$ cat src/rtl/datapath_registradores_pkg.sv
// Operation codes shared by the datapath registers, the ULA and the control FSM.
package datapath_registradores_pkg;

   typedef enum logic [2:0] {
      HOLD   = 3'b000,
      LOAD   = 3'b001,
      SHIFTR = 3'b010,
      SHIFTL = 3'b011,
      RESET  = 3'b100
   } reg_op_t;

   typedef enum logic [2:0] {
      ADD   = 3'b000,
      SUB   = 3'b001,
      MAIOR = 3'b010,
      MENOR = 3'b011,
      IGUAL = 3'b100,
      XOR   = 3'b101,
      AND   = 3'b110
   } ula_op_t;

   // Only bits[2:0] select an operation; any code with bit3 set is inert.
   function automatic logic codigo_valido(input logic [3:0] codigo);
      return ~codigo[3];
   endfunction

endpackage

$ cat src/rtl/registrador_n.sv
// N-bit register with hold/load/logical shift/clear operations selected by op.
module registrador_n
   import datapath_registradores_pkg::*;
#(
   parameter int N = 4
) (
   input  logic         clock,
   input  logic         reset,
   input  logic [3:0]   op,
   input  logic [N-1:0] d,
   output logic [N-1:0] q
);

   always_ff @(posedge clock) begin
      if (reset) begin
         q <= '0;
      end else if (codigo_valido(op)) begin
         case (op[2:0])
            LOAD:    q <= d;
            SHIFTR:  q <= {1'b0, q[N-1:1]};
            SHIFTL:  q <= {q[N-2:0], 1'b0};
            RESET:   q <= '0;
            default: q <= q;
         endcase
      end
   end

endmodule

$ cat src/rtl/datapath_registradores.sv
// Datapath with registers X, Y, Z and a combinational ULA driven by the control FSM codes.
module datapath_registradores
   import datapath_registradores_pkg::*;
#(
   parameter int N = 4
) (
   input  logic         clock,
   input  logic         reset,
   input  logic [N-1:0] entrada,
   input  logic [3:0]   Tx,
   input  logic [3:0]   Ty,
   input  logic [3:0]   Tz,
   input  logic [3:0]   Tula,
   output logic [N-1:0] X,
   output logic [N-1:0] Y,
   output logic [N-1:0] Z,
   output logic [N-1:0] ula_out,
   output logic         carry,
   output logic         zero
);

   logic         ula_carry;
   logic [N:0]   soma;
   logic         y_carrega;

   registrador_n #(.N(N)) u_reg_x (
      .clock(clock), .reset(reset), .op(Tx), .d(entrada), .q(X)
   );

   registrador_n #(.N(N)) u_reg_y (
      .clock(clock), .reset(reset), .op(Ty), .d(ula_out), .q(Y)
   );

   registrador_n #(.N(N)) u_reg_z (
      .clock(clock), .reset(reset), .op(Tz), .d(Y), .q(Z)
   );

   always_comb begin
      ula_out   = '0;
      ula_carry = 1'b0;
      soma      = '0;
      if (codigo_valido(Tula)) begin
         case (Tula[2:0])
            ADD: begin
               soma      = {1'b0, X} + {1'b0, Y};
               ula_out   = soma[N-1:0];
               ula_carry = soma[N];
            end
            SUB: begin
               ula_out   = X - Y;
               ula_carry = (X < Y);
            end
            MAIOR:   ula_out = {{(N-1){1'b0}}, (X > Y)};
            MENOR:   ula_out = {{(N-1){1'b0}}, (X < Y)};
            IGUAL:   ula_out = {{(N-1){1'b0}}, (X == Y)};
            XOR:     ula_out = X ^ Y;
            AND:     ula_out = X & Y;
            default: ula_out = '0;
         endcase
      end
   end

   assign y_carrega = codigo_valido(Ty) && (Ty[2:0] == LOAD);

   // Flags describe the value most recently loaded into Y, so they only move with a Y LOAD.
   always_ff @(posedge clock) begin
      if (reset) begin
         carry <= 1'b0;
         zero  <= 1'b0;
      end else if (y_carrega) begin
         carry <= ula_carry;
         zero  <= (ula_out == '0);
      end
   end

endmodule
$ cat config.mk
export PLATFORM = sky130hd
export DESIGN_NAME = datapath_registradores
export DESIGN_NICKNAME = d
export VERILOG_FILES = /design/src/rtl/datapath_registradores_pkg.sv /design/src/rtl/registrador_n.sv /design/src/rtl/datapath_registradores.sv
export SDC_FILE = /design/constraint.sdc
export NUM_CORES = 1
export LEC_CHECK = 0
export ABC_AREA = 1
export CAP_MARGIN = 0
export CORE_MARGIN = 1
export CORE_UTILIZATION = 30
export CTS_CLUSTER_SIZE = 28
export DETAILED_ROUTE_END_ITERATION = 8
export HOLD_SLACK_MARGIN = 0.02
export PLACE_DENSITY = 0.56
export SYNTH_ARGS = -nofsm -noshare
export SYNTH_HDL_FRONTEND = slang
export SYNTH_SLANG_ARGS = --single-unit
$ cat constraint.sdc
create_clock -name clock -period 5.12 [get_ports clock]
set_input_delay 1.024 -clock clock [delete_from_list [all_inputs] [get_ports clock]]
set_output_delay 1.024 -clock clock [all_outputs]
set_load 0.05 [all_outputs]
Word-level counts from Yosys, hierarchy flattened
Cells that the tools add are included.
{"block": "totals", "regBits": 14, "input_bits": 22, "out_inout_bits": 18}
{"block": "classes", "add_sub_neg": 2, "n_lt_le_gt_ge": 2, "n_eq_ne": 19, "n_mux": 7, "bitwise_logic": 5, "reduce_logical": 9}
{"op": "4-bit one-hot mux with 4 select lines", "n": 3}
{"op": "4-bit one-hot mux with 7 select lines", "n": 1}
{"op": "3-bit by 2-bit == test with 1-bit output, second input constant", "n": 8}
{"op": "3-bit == test, second input constant", "n": 6}
{"op": "3-bit by 1-bit == test with 1-bit output, second input constant", "n": 4}
{"op": "4-bit nonzero test", "n": 3}
{"op": "2-bit AND reduction", "n": 3}
{"op": "4-bit by 4-bit adder with 5-bit output", "n": 1}
{"op": "4-bit AND", "n": 1}
{"op": "4-bit == test", "n": 1}
{"op": "4-bit greater-than comparator", "n": 1}
{"op": "4-bit logical NOT", "n": 1}
{"op": "4-bit < comparator", "n": 1}
{"op": "4-bit two-way mux", "n": 1}
{"op": "4-bit subtractor", "n": 1}
{"op": "4-bit XOR", "n": 1}
{"op": "3-bit logical NOT", "n": 1}
{"op": "1-bit NOT", "n": 3}
{"op": "1-bit one-hot mux with 2 select lines", "n": 1}
{"op": "1-bit logical AND", "n": 1}
{"op": "1-bit two-way mux", "n": 1}

Logic depth before layout (Yosys ltp)
{"block": "depth", "depth_word": 4, "ltp_mapped": 13, "mapped_depth_nobuf": 13}

Hierarchy
A second synthesis with hierarchy kept.
{"block": "unflattened", "cells_unflattened": 263, "area_unflattened_um2": 1541.5}
{"module": "registrador_n", "n_inst": 3, "cells_each": 51, "area_each_um2": 301.5}
{"module": "datapath_registradores", "n_inst": 1, "cells_each": 110, "area_each_um2": 636.9}

Worst setup path before layout
No wires, ideal clock.
{"block": "synth_path", "path_kind": "reg2out", "startpoint": "register u_reg_x.q[0]", "endpoint": "output port ula_out[0]", "arrival_time_ns": 2.133, "required_ns": 4.096, "path_slack_ns": 1.963, "path_stages_with_launch": 10, "path_buffers": 0, "cell_sequence": "dfxtp_1 -> inv_1 -> ha_1 -> fa_1 -> nand3b_1 -> nand2_1 -> nand2_1 -> nand4_1 -> nand2_1 -> inv_1"}
{"block": "synth_via", "elab_chain_cells": 3, "elab_cells_between_ends": 9}
{"element": "start, declared", "line_no": "registrador_n.sv:11", "rtl": "output logic [N-1:0] q"}
{"element": "start signal, assigned", "line_no": "registrador_n.sv:20", "rtl": "SHIFTR: q <= {1'b0, q[N-1:1]};"}
{"element": "start signal, assigned", "line_no": "registrador_n.sv:21", "rtl": "SHIFTL: q <= {q[N-2:0], 1'b0};"}
{"element": "start signal, assigned", "line_no": "registrador_n.sv:23", "rtl": "default: q <= q;"}
{"element": "4-bit subtractor, or another cell as far along", "line_no": "datapath_registradores.sv:50", "rtl": "ula_out = X - Y;"}
{"element": "4-bit one-hot mux with 7 select lines (*)", "line_no": "datapath_registradores.sv:43", "rtl": "case (Tula[2:0])"}
{"element": "4-bit two-way mux (*)", "line_no": "datapath_registradores.sv:42", "rtl": "if (codigo_valido(Tula)) begin"}
{"element": "end, declared", "line_no": "datapath_registradores.sv:17", "rtl": "output logic [N-1:0] ula_out,"}
Every way passes the cells marked *; elsewhere a longest branch is shown, timed or not.

Final worst setup path
{"block": "layout_path", "startpoint": "input port Tula[2]", "endpoint": "output port ula_out[3]"}
{"block": "layout_via", "elab_chain_cells": 3, "elab_cells_between_ends": 9}
{"element": "start, declared", "line_no": "datapath_registradores.sv:13", "rtl": "input logic [3:0] Tula,"}
{"element": "3-bit == test, or another cell as far along", "line_no": "datapath_registradores.sv:43"}
{"element": "4-bit one-hot mux with 7 select lines (*)", "line_no": "datapath_registradores.sv:43"}
{"element": "4-bit two-way mux (*)", "line_no": "datapath_registradores.sv:42"}
Marked as above.

==> results.md <==
- CP max stage delay: 790 ps
- Pwr dens: 220 nW/um^2
- Post-route cell area: 1800 um^2
- Distinct cells, synth: 29
- Fillers: 463
- Max_cap viols: 0
- Place WS: 1040 ps
- Crit path required time: 4100 ps
- Fin util: 44.0%
- DP HPWL: 2680 um
- Setup repair after global routing missed its margin: false
- Sw Share: 37.8%
- CP startpoint kind: primary input
- Commonest non-fill, non-tap cell in the layout: nand2_1
- Vias in the first global route: 1217
- DR vias/cell: 4.80
- Post-synthesis async set-or-reset flop share: 0%
- Area after DPL: 1740 um^2
- Hold violation count in the final report: 0
- Fin crit period: 4090 ps
- EDFF count, synth: 0
- Area grow syn2layout: 38.3%
- Iter 0 DRT Violations: 138
- Final worst slack: 1030 ps
- Initial core utilization: 31.8%
- Met1 Track Usage GR: 21.0%
- Tightest Pin Transition: 546 ps
- Synth area leader: dfxtp_1
- Critical Path AT: 3070 ps
- Met2 GRT Util: 24.3%
- Clock buffer depth: 2
- GPL Wtd Cong: 0.867
- Ys flop type: dfxtp_1
- Cts repair resizes: 0
- Final Max Tran Viols: 0
- Tcrit/Tclk final: 79.9%
- Inserted Diodes: 0
- Clock share of power: 27.2%
- Final setup fails: 0
- Final WL: 3320 um
- Mapped Area: 1300 um^2
- Slew HR: 63.6%
- CP max FO: 7
- Syn_area_per_cell: 6.10 um^2
- Layout cells sized above 1: 5.51%
- Run status: completed
- Synth warn: 0
- Seq/Total Area, Yosys: 21.6%
- Endpoint class of the critical path: primary output
- Most frequent cells in the layout: 50 x nand2_1, 40 x inv_1, 39 x clkdlybuf4s50_1
- Clock Latency Late Sink: 240 ps
- Root Driver: clkbuf_8
- Hold/Removal Path Class: flip-flop to flip-flop
- Vias: 1458
- Router iterations before antenna repair: 4
- Clock transition at the registers of the reported paths: 60 ps
- Number of cell rows: 23
- Fmax: 0.244 GHz
- All-Layer GR Usage: 15.5%
- Area occupied by multi-input gates: 847 um^2
- FF/Latch Area: 280 um^2
- Hold_buf cts: 0
- CTS Buf Count: 3
- Fin Clk Skew: 0.790 ps
- CP Class: primary input to primary output
- Antenna viol nets, final: 0
- Yosys top cell area share: 21.6%
- DR WL/cell: 10.9 um
- Die area: 4600 um^2
- Met3 Use GR: 3.72%
- # DRC: 0
- Max IR drop VDD: 131 uV
- Largest net degree at the start of global routing: 11
- Crit-path cells: clkdlybuf4s50_1, inv_1, nor3_1, a21oi_1, nand3_1, nand2_1, inv_1, clkdlybuf4s50_1
- #FFs+latches synth: 14
- Clk sink count: 14
- Slowest CP cell: clkdlybuf4s50_1
- NetSw: 149 uW
- DIE WIDTH: 67.8 um
- CTS tree: built
- H-tree depth: 1
- Synth top area cells: dfxtp_1 22%, nand2_1 14%, inv_1 12%
- First-pass GRT wire length: 5350 um
- I/O Pins: 40
- Fin nets: 287
- Setup TNS: 0 ps
- Grt total ovfl: 0
- Power share of the combinational group: 40.5%
- Internal: 246 uW
- Chip height: 67.8 um
- Seq pwr share: 32.3%
- Initial antenna violation count: 0
- Core box area: 4090 um^2
- GR peak layer: met2
- Syn_nets: 245
- Post-Syn Instances: 213
- Leak: 0.000870 uW
- IO buf count: 39
- Post-CTS Setup Inserts: 0
stage by stage:
| stage | power, uW | instances | hold WS [ps] |
|---|---|---|---|
| CTS | 398 | 304 | 466 |
| global placement | 291 | 300 | 454 |
| detailed placement | 289 | 300 | 457 |
| floorplan | 232 | 213 | 682 |
| finish | 394 | 304 | 462 |
| global route | 423 | 304 | 494 |
layout make-up:
cell class / count / share of cell area, %
Inverter: 43 / 8.98
Timing Repair Buffer: 39 / 21.7
Sequential cell: 14 / 15.6
Multi-Input combinational cell: 154 / 47.1
Tap cell: 50 / 3.48
Clock buffer: 4 / 3.06
critical path: cells and delay by family:
| kind | cells | cell delay [ps] |
|---|---|---|
| buf+inv | 4 | 1640 |
| compound gates | 1 | 60 |
| simple gates | 3 | 350 |
state kept, by name (all words and copies together) (netlist names):
register	flops
carry	1
u_reg_x.q	4
u_reg_y.q	4
u_reg_z.q	4
zero	1
worst paths after layout:
kind | from | endpoint | slack, ps | cells past startpoint
max | Tula[2] | ula_out[3] | 1030 | 8
min | carry$_SDFFE_PP0P_ | carry$_SDFFE_PP0P_ | 460 | 2
max reg2reg | u_reg_x.q[1]$_SDFFE_PP0P_ | u_reg_y.q[0]$_SDFFE_PP0P_ | 3150 | 10
min reg2reg | carry$_SDFFE_PP0P_ | carry$_SDFFE_PP0P_ | 460 | 2
power by group through the flow:
| stage | registers (uW) | clock network, uW | logic, uW |
|---|---|---|---|
| 2_1_floorplan | 153 | 0 | 78.8 |
| 3_3_place_gp | 130 | 0 | 161 |
| 3_5_place_dp | 130 | 0 | 160 |
| 4_1_cts | 127 | 110 | 160 |
| 5_1_grt | 129 | 117 | 177 |
| 6_report | 127 | 107 | 160 |
kinds of logic after synthesis:
| family | Yosys count | share of synthesized area [%] |
|---|---|---|
| buffers and inverters | 45 | 13.2 |
| xor gates and xnor gates | 1 | 0.674 |
| adders and majority gates | 10 | 10.8 |
| DFF | 14 | 21.6 |
| AOI/OAI and AO/OA | 36 | 16.4 |
| and+or+nand+nor | 107 | 37.4 |
synthesized netlist by cell type, types with 3 or more instances:
cell and number:
nand2_1 50, inv_1 40, nand3_1 24, nor2_1 16, a21oi_1 14, dfxtp_1 14, o21ai_0 10, ha_1 8
nand4_1 6, nand3b_1 3
layer usage:
| metal | share of wire, % | wire length (um) |
|---|---|---|
| met5 | 0 | 0 |
| met4 | 0.87 | 29 |
| met3 | 5.8 | 194 |
| met2 | 45 | 1480 |
| met1 | 49 | 1620 |
Note: power is estimated with default switching activity, not from simulation.
